**config.mk**
```make
export PLATFORM = sky130hd
export DESIGN_NAME = player_bullet_ctrl
export DESIGN_NICKNAME = d
export VERILOG_FILES = /design/src/rtl/space_invaders_pkg.sv /design/src/rtl/frame_tick_sync.sv /design/src/rtl/player_bullet_ctrl.sv
export SDC_FILE = /design/constraint.sdc
export NUM_CORES = 1
export LEC_CHECK = 0
export CAP_MARGIN = 20
export CORE_MARGIN = 5
export CORE_UTILIZATION = 41
export CTS_BUF_LIST = sky130_fd_sc_hd__clkbuf_16
export CTS_CLUSTER_DIAMETER = 120
export CTS_CLUSTER_SIZE = 8
export DETAILED_ROUTE_END_ITERATION = 16
export PLACE_DENSITY = 0.71
export SLEW_MARGIN = 10
export SYNTH_ARGS = -nofsm -noshare
export SYNTH_HDL_FRONTEND = slang
export SYNTH_SLANG_ARGS = --single-unit
```
**constraint.sdc**
```tcl
create_clock -name Clk -period 3.57 [get_ports Clk]
set_input_delay 0.5355 -clock Clk [delete_from_list [all_inputs] [get_ports Clk]]
set_output_delay 0.5355 -clock Clk [all_outputs]
set_load 0.02 [all_outputs]
```
**src/rtl/space_invaders_pkg.sv**
```systemverilog
// rtl/space_invaders_pkg.sv - shared types and screen/bullet constants for the game blocks
package space_invaders_pkg;

    typedef enum logic [1:0] {
        IDLE     = 2'd0,
        PENDING  = 2'd1,
        FLYING   = 2'd2,
        COOLDOWN = 2'd3
    } bullet_state_t;

    localparam int SCREEN_W = 640;
    localparam int SCREEN_H = 480;
    localparam int COORD_W  = 10;

    localparam int DEF_SPEED           = 4;
    localparam int DEF_START_Y         = 440;
    localparam int DEF_TOP_Y           = 0;
    localparam int DEF_X_OFS           = 8;
    localparam int DEF_COOLDOWN_FRAMES = 8;

endpackage

```
**src/rtl/frame_tick_sync.sv**
```systemverilog
// rtl/frame_tick_sync.sv - vsync synchroniser with registered rising-edge pulse
module frame_tick_sync (
    input  logic Clk,
    input  logic Reset_n,
    input  logic frame_clk,
    output logic frame_tick
);

    // sync[1:0] is the metastability pair; sync[2] is the edge-detect history
    logic [2:0] sync;

    always_ff @(posedge Clk or negedge Reset_n) begin
        if (!Reset_n) begin
            sync       <= 3'b000;
            frame_tick <= 1'b0;
        end else begin
            sync       <= {sync[1:0], frame_clk};
            frame_tick <= sync[1] & ~sync[2];
        end
    end

endmodule

```
**src/rtl/player_bullet_ctrl.sv**
```systemverilog
// rtl/player_bullet_ctrl.sv - single player bullet: launch, per-frame rise, hit/miss retire, cooldown
module player_bullet_ctrl
    import space_invaders_pkg::*;
#(
    parameter int SPEED           = DEF_SPEED,
    parameter int START_Y         = DEF_START_Y,
    parameter int TOP_Y           = DEF_TOP_Y,
    parameter int X_OFS           = DEF_X_OFS,
    parameter int COOLDOWN_FRAMES = DEF_COOLDOWN_FRAMES
) (
    input  logic               Clk,
    input  logic               Reset_n,
    input  logic               frame_clk,
    input  logic               game_active,
    input  logic               fire,
    input  logic [COORD_W-1:0] playerX,
    input  logic               hit,
    output logic               bullet_in,
    output logic [COORD_W-1:0] bulletX,
    output logic [COORD_W-1:0] bulletY,
    output logic               score_pulse
);

    localparam int CNT_W = 8;
    localparam logic [COORD_W-1:0] RETIRE_Y  = COORD_W'(TOP_Y + SPEED);
    localparam logic [COORD_W-1:0] STEP      = COORD_W'(SPEED);
    localparam logic [COORD_W-1:0] LAUNCH_Y  = COORD_W'(START_Y);
    localparam logic [COORD_W-1:0] LAUNCH_DX = COORD_W'(X_OFS);
    localparam logic [CNT_W-1:0]   CD_LOAD   = CNT_W'(COOLDOWN_FRAMES);

    logic frame_tick;

    frame_tick_sync u_frame_tick_sync (
        .Clk       (Clk),
        .Reset_n   (Reset_n),
        .frame_clk (frame_clk),
        .frame_tick(frame_tick)
    );

    bullet_state_t      state, state_n;
    logic               bullet_in_n, score_pulse_n;
    logic [COORD_W-1:0] bulletX_n, bulletY_n;
    logic               hit_latched, hit_latched_n;
    logic [CNT_W-1:0]   cd_cnt, cd_cnt_n;
    logic               fire_d;
    logic               fire_edge;

    assign fire_edge = fire & ~fire_d;

    always_ff @(posedge Clk or negedge Reset_n) begin
        if (!Reset_n) begin
            state       <= IDLE;
            bullet_in   <= 1'b0;
            bulletX     <= '0;
            bulletY     <= '0;
            score_pulse <= 1'b0;
            hit_latched <= 1'b0;
            cd_cnt      <= '0;
            fire_d      <= 1'b0;
        end else begin
            state       <= state_n;
            bullet_in   <= bullet_in_n;
            bulletX     <= bulletX_n;
            bulletY     <= bulletY_n;
            score_pulse <= score_pulse_n;
            hit_latched <= hit_latched_n;
            cd_cnt      <= cd_cnt_n;
            fire_d      <= fire;
        end
    end

    always_comb begin
        state_n       = state;
        bullet_in_n   = bullet_in;
        bulletX_n     = bulletX;
        bulletY_n     = bulletY;
        score_pulse_n = 1'b0;
        hit_latched_n = hit_latched;
        cd_cnt_n      = cd_cnt;

        if (!game_active) begin
            state_n       = IDLE;
            bullet_in_n   = 1'b0;
            hit_latched_n = 1'b0;
            cd_cnt_n      = '0;
        end else begin
            unique case (state)
                IDLE: begin
                    bullet_in_n = 1'b0;
                    if (fire_edge) begin
                        state_n = PENDING;
                    end
                end
                PENDING: begin
                    bullet_in_n = 1'b0;
                    if (frame_tick) begin
                        bulletX_n   = playerX + LAUNCH_DX;
                        bulletY_n   = LAUNCH_Y;
                        bullet_in_n = 1'b1;
                        state_n     = FLYING;
                    end
                end
                FLYING: begin
                    // a hit seen on the tick cycle belongs to the frame that starts now
                    hit_latched_n = hit_latched | hit;
                    if (frame_tick) begin
                        if (hit_latched || (bulletY < RETIRE_Y)) begin
                            bullet_in_n   = 1'b0;
                            score_pulse_n = hit_latched;
                            hit_latched_n = 1'b0;
                            cd_cnt_n      = CD_LOAD;
                            state_n       = COOLDOWN;
                        end else begin
                            bulletY_n = bulletY - STEP;
                        end
                    end
                end
                COOLDOWN: begin
                    bullet_in_n = 1'b0;
                    if (frame_tick) begin
                        if (cd_cnt <= CNT_W'(1)) begin
                            cd_cnt_n = '0;
                            state_n  = IDLE;
                        end else begin
                            cd_cnt_n = cd_cnt - CNT_W'(1);
                        end
                    end
                end
                default: begin
                    state_n     = IDLE;
                    bullet_in_n = 1'b0;
                end
            endcase
        end
    end

endmodule

```
==> impl_metrics.tcl, run 1 <==
set metrics [dict create \
    final-seq-area_um2 901 \
    final_common_cell "dfrtp_1" \
    crit_start "state[0]" \
    multiInputGateArea_um2 1070 \
    postSynthAreaPerCell_um2 10.1 \
    ctsHoldBuffers 0 \
    grt_pass1_vias 1655 \
    grt_first_pass_wirelength_mm 7.64 \
    syn_to_final_growth_pct 27.6 \
    worst-endpoint-arrival_ns 2.78 \
    cp-start-kind "flop" \
    htree_num_levels 2 \
    ys_seq_area_share_pct 43.8 \
    start_util_pct 43.0 \
    status "finished, final reports clean" \
    setup_violations 0 \
    static-leakage-power_nw 1.10 \
    synth.area.mux_share_pct 3.65 \
    synth-async-reset-ratio_pct 100 \
    timing.max_cap.violations 0 \
    clk_pin_slew_worst_paths_ns 0.06 \
    clock_sinks 36 \
    final_hold_viol_count 0 \
    chipWidth_um 80.8 \
    post-cts-setup-buffers 0 \
    synth.distinct_cells 60 \
    clk_latency_ns 0.28 \
    synth_xor_area_share_pct 2.98 \
    io_buffers 35 \
    design_area_um2 2620 \
    synth-edff-count 0 \
    finClkSkew_ns 0.00224 \
    critical-path-top-delay-family "compound AO/OA/AOI/OAI gates" \
    max_slew.worst_pin.slew_ns 0.834 \
    finalSetupTns_ns 0 \
    grt_setup_unrepaired "no" \
    syn_inst 203 \
    total_routing_usage_gr_pct 15.0 \
    worstPathCellList "inv_1, ha_1, o211ai_1, or2_0, a2111oi_2, mux2i_1" \
    tritoncts "done" \
    fillerInstances 395 \
    layout_worst_path_cycle_share_pct 72.2 \
    synth_fa_ha_area_share_pct 5.48 \
    top_flip_flop_cell_by_instance_count_after_synthesis "dfrtp_1" \
    maximum_number_of_pins_on_one_net_before_global_route_repair 37 \
    crit-reg2reg-launch "state[0]" \
    synth_simple_gate_area_share_pct 18.4 \
    crit_buf_inv 1 \
    design_power_total_mw 1.82 \
    drc 0 \
    post_synth_instance_area_um2 2060 \
    die-area_um2 6530 \
    combinational_family_with_the_most_area_after_synthesis "compound AO/OA/AOI/OAI gates" \
    postPlaceCellArea_um2 2460 \
    num-nets-final 264 \
    synth-seq-cells 36 \
    powerDensity_nw_per_um2 693 \
    max_freq_ghz 0.388 \
    fin_cells 307 \
    critical_path_required_ns 3.77 \
    timing_worst_setup_path_type "reg -> reg" \
    worst_hold_slack_ns 0.334 \
    mostFrequentLayoutCells "dfrtp_1 (36), clkdlybuf4s50_1 (34), nand2_1 (15)" \
    max-vdd-ir-drop_v 0.000418 \
    final_period_minus_worst_setup_slack_ns 2.58 \
    wirelength_mm 4.38 \
    cts_root_buffer "clkbuf_16" \
    complex_gate_fraction_of_the_synthesized_area_pct 21.2 \
    clockBufferDepth 2 \
    drt-initial-drc-count 84 \
    gr-total-overflow 0 \
    worstHoldPathType "in -> async" \
    number_of_cells_in_the_design_after_placement 299 \
    drt-wirelength-per-cell_um 14.3 \
    drt-vias-per-instance 5.42 \
    critical_path_peak_fanout 20 \
    crit_path_end_kind "flop" \
    synth-warning-count 0 \
    die_h_um 80.8 \
    row_count 25 \
    io_pins 38 \
    total_clock_buffers_created_by_cts 5 \
    route.vias.total 1663 \
    grt_antenna_before_repair 0 \
    drive_gt1_share_pct 10.8 \
    report.final.slew_viol_count 0 \
    worst_slew_margin_rel_pct 44.1 \
    n_antenna_cell 0 \
    cpMaxStageDelayCell "ha_1" \
    dp_hpwl_mm 3.08 \
    max_stage_delay_ns 0.67 \
    cts-resized-gates 0 \
    first_pass_iters 4 \
    drtAntennaViolNets 0 \
    coreArea_um2 4790 \
    gp_congestion 0.815 \
]
## flip-flops by register name (all words and copies together), names as in the netlist, 2 cells and up
name and flops:
bulletX 10, bulletY 8, cd_cnt 8, state 2
u_frame_tick_sync.sync 3
## cell usage after synthesis, types with 2 or more instances
library cell  count  area (um2)
dfrtp_1          36         901
nand2_1          15        56.3
inv_1            13        48.8
o21ai_0          11        55.1
nor2_1           10        37.5
ha_1              9         113
nand3_1           6        30.0
a211oi_1          5        37.5
nand2b_1          5        31.3
o22ai_1           5        31.3
xnor2_1           5        43.8
a21oi_1           4        20.0
a31oi_1           4        25.0
mux2_2            4        45.0
o21ai_1           4        20.0
mux2i_1           3        30.0
nand4_1           3        18.8
nor2b_1           3        18.8
nor3_1            3        15.0
or3_1             3        18.8
a2111oi_1         2        20.0
a2111oi_2         2        30.0
buf_1             2        7.51
buf_2             2        10.0
buf_4             2        15.0
clkbuf_1          2        7.51
nor3b_1           2        15.0
nor4_1            2        12.5
o21a_1            2        15.0
o31ai_1           2        15.0
or2_2             2        12.5
xor2_1            2        17.5
## cell families after synthesis
group                    count (synthesis)
AND/OR/NAND/NOR                         65
AO/OA/AOI/OAI                           57
flip-flops                              36
buffers and inverters                   21
adder cells (fa/ha/maj)                  9
XOR/XNOR                                 7
multiplexers                             7
other                                    1
## worst reg2reg max path: cells and delay by family (launching register included)
family / cells / cell delay (ns)
compound gates: 2 / 0.74
fa+ha+maj: 1 / 0.67
buf+inv: 1 / 0.12
flops: 1 / 0.43
mux: 1 / 0.22
simple gates: 1 / 0.31
## worst paths after layout
path,endpoint,slack (ns),depth (start not counted)
min reg2reg,u_frame_tick_sync.sync[1],0.36,0
max in group asynchronous,bullet_in,2.73,1
min in group Clk,u_frame_tick_sync.sync[1],0.36,0
max,bulletY[7],0.99,6
max reg2reg,bulletY[7],0.99,6
min,bulletX[3],0.33,1
## stage by stage
| stage | util [%] | worst slack [ns] |
|---|---|---|
| 6_report | 54.8 | 0.992 |
| 2_1_floorplan | - | 1.67 |
| 5_1_grt | 54.8 | 0.825 |
| 4_1_cts | 54.8 | 1.03 |
| 3_3_place_gp | 51.3 | 1.17 |
| 3_5_place_dp | 51.3 | 1.06 |
## routing by layer
metal	global-route usage, %	share of wire, %	vias up
met2	23.2	45	40
met1	19.9	48	802
li1	-	-	812
met3	4.43	5.6	9
met5	0	0	-
met4	5.07	1.3	0
## area by class of cell
| type | count | area share [%] |
|---|---|---|
| clock inverter | 3 | 1.62 |
| tap | 67 | 3.20 |
| sequential | 36 | 34.3 |
| multi-input combinational | 147 | 40.8 |
| inverter | 13 | 1.86 |
| clock buffer | 5 | 4.77 |
| timing repair buffer | 36 | 13.4 |
## report_power, final
group	total (mW)	switching, mW	internal, mW
combinational	0.684	0.356	0.328
sequential	0.637	0.122	0.515
clock	0.497	0.169	0.328
Note: power is estimated with default switching activity, not from simulation.
==> run 2, diff against run 1 <==
==> constraint.sdc (replaced) <==
create_clock -name Clk -period 2.45 [get_ports Clk]
set_input_delay 0.3675 -clock Clk [delete_from_list [all_inputs] [get_ports Clk]]
set_output_delay 0.3675 -clock Clk [all_outputs]
set_load 0.02 [all_outputs]
==> run 2 against run 1 <==
Sequential cell count did not move. Via count decreased by 2.0%. Total power is 40% higher. Cell area about the same. Final cell count is 1.3% higher. Sequential share of layout area barely moved. Critical path depth stayed put. Fmax rose by 22%. Largest power group unchanged. Worst hold slack got worse by 0.16 ns. Routed wire length rose by 0.73%. Clock skew is 0.00063 ns higher.
==> impl_metrics.tcl, run 2 (synthesis gave the netlist of run 1 again) <==
set metrics [dict create \
    die-area_um2 6530 \
    drive_gt1_share_pct 11.9 \
    htree_num_levels 2 \
    syn_to_final_growth_pct 27.7 \
    gp_congestion 0.807 \
    drt-vias-per-instance 5.24 \
    finClkSkew_ns 0.00287 \
    crit_buf_inv 1 \
    grt_pass1_vias 1649 \
    total_clock_buffers_created_by_cts 5 \
    io_buffers 35 \
    route.vias.total 1630 \
    powerDensity_nw_per_um2 970 \
    cell_internal_pwr_mw 1.61 \
    start_util_pct 43.0 \
    grt_antenna_before_repair 0 \
    drtAntennaViolNets 0 \
    tritoncts "done" \
    max_flop_register "bulletX" \
    maximum_number_of_pins_on_one_net_before_global_route_repair 37 \
    post-cts-setup-buffers 0 \
    max_stage_delay_ns 0.42 \
    timing_worst_setup_path_type "reg -> reg" \
    first_pass_iters 4 \
    share_clk_of_total_power_pct 23.9 \
    critical-path-top-delay-family "compound AO/OA/AOI/OAI gates" \
    cts-resized-gates 0 \
    switching_power_as_a_share_of_total_power_pct 36.9 \
    grt_first_pass_wirelength_mm 7.60 \
    row_count 25 \
    dp_hpwl_mm 3.24 \
    finalSetupTns_ns 0 \
    number_of_flip_flops_under_the_largest_register_name 10 \
    design_power_total_mw 2.55 \
    num-nets-final 268 \
    switching_power_uw 939 \
    combPwrFrac_pct 39.6 \
    mostFrequentLayoutCells "dfrtp_1 (36), clkdlybuf4s50_1 (34), nand2_1 (15)" \
    status "finished, final reports clean" \
    static-leakage-power_nw 1.11 \
    total_routing_usage_gr_pct 15.2 \
    max_slew.worst_pin.slew_ns 0.798 \
    final_common_cell "dfrtp_1" \
    io_pins 38 \
    chipWidth_um 80.8 \
    crit_path_end_kind "flop" \
    coreArea_um2 4790 \
    max_freq_ghz 0.473 \
    timing.max_cap.violations 0 \
    worst-endpoint-arrival_ns 2.32 \
    layout_worst_path_cycle_share_pct 86.4 \
    clock_sinks 36 \
    clockBufferDepth 2 \
    largestRegisters "bulletX: 10 flops, bulletY: 8 flops, cd_cnt: 8 flops" \
    postPlaceCellArea_um2 2490 \
    cts_root_buffer "clkbuf_16" \
    worstHoldPathType "in -> async" \
    drt-initial-drc-count 59 \
    critical_path_peak_fanout 9 \
    cp-start-kind "flop" \
    final_hold_viol_count 0 \
    clk_latency_ns 0.28 \
    setup_violations 0 \
    final_util_pct 54.8 \
    clk_pin_slew_worst_paths_ns 0.05 \
    wirelength_mm 4.41 \
    n_antenna_cell 0 \
    drc 0 \
    critical_path_required_ns 2.65 \
    worst_slew_margin_rel_pct 46.8 \
    gr-total-overflow 0 \
    die_h_um 80.8 \
    design_area_um2 2630 \
    cpMaxStageDelayCell "dfrtp_1" \
    grt_setup_unrepaired "no" \
    max-vdd-ir-drop_v 0.000691 \
    report.final.slew_viol_count 0 \
    worstPathCellList "inv_1, ha_1, o211ai_1, or2_0, a2111oi_2, mux2i_1" \
    drt-wirelength-per-cell_um 14.2 \
    final_period_minus_worst_setup_slack_ns 2.12 \
    ctsHoldBuffers 0 \
    power_frac_seq_pct 36.4 \
]
==> run 2: changes by cell type in the layout (fill, tap and decap cells not counted), sizes merged <==
cell and change:
buf +4, bufinv -1, clkinvlp -1, clkinv +2
==> run 2: stage by stage <==
step / hold slack [ns] / setup WS (ns) / cells
6_report: 0.175 / 0.334 / 311
5_1_grt: 0.254 / 0.197 / 311
3_5_place_dp: 0.335 / 0.297 / 303
3_3_place_gp: 0.334 / 0.349 / 303
2_1_floorplan: 0.0719 / 0.552 / 204
4_1_cts: 0.214 / 0.314 / 311
==> run 2: worst paths after layout <==
path                                            from                         to  slack [ns]  depth (start not counted)
setup / recovery                            state[0]                 bulletY[7]        0.33                          6
hold / removal                               Reset_n                 bulletX[3]        0.17                          1
setup reg to reg                            state[0]                 bulletY[7]        0.33                          6
hold reg to reg            u_frame_tick_sync.sync[0]  u_frame_tick_sync.sync[1]        0.35                          0
max in group asynchronous                    Reset_n                 bulletY[5]        1.77                          1
min in group Clk           u_frame_tick_sync.sync[0]  u_frame_tick_sync.sync[1]        0.35                          0
==> run 2: power groups by stage <==
stage               Clock (mW)  Combinational [mW]  Sequential, mW
global route             0.653                1.10           0.958
finish                   0.609                1.01           0.928
CTS                      0.631                1.02           0.926
floorplan                    0               0.442            1.07
detailed placement           0                1.02           0.934
global placement             0                1.00           0.931
==> run 2: layout make-up <==
type	instances	area, um2
Timing Repair Buffer	40	383
Tap cell	67	83.8
Clock inverter	3	13.8
Sequential cell	36	901
Multi-Input combinational cell	147	1070
Clock buffer	5	125
Inverter	13	48.8
Fill cell	417	2160
==> run 2: routing by layer <==
| layer | up-vias | global-route usage, % | wire length (um) |
|---|---|---|---|
| li1 | 823 | - | - |
| met1 | 765 | 19.3 | 2010 |
| met2 | 35 | 24.5 | 2090 |
| met3 | 7 | 4.43 | 245 |
| met4 | 0 | 5.57 | 63 |
| met5 | - | 0 | 0 |
==> run 2: worst register-to-register path, delay by kind of cell (launching register included) <==
family                     cells  cell delay, ns
AOI/OAI and AO/OA              2            0.63
DFF                            1            0.42
adders and majority gates      1            0.36
buffers and inverters          1            0.12
and+or+nand+nor                1            0.29
muxes                          1            0.22
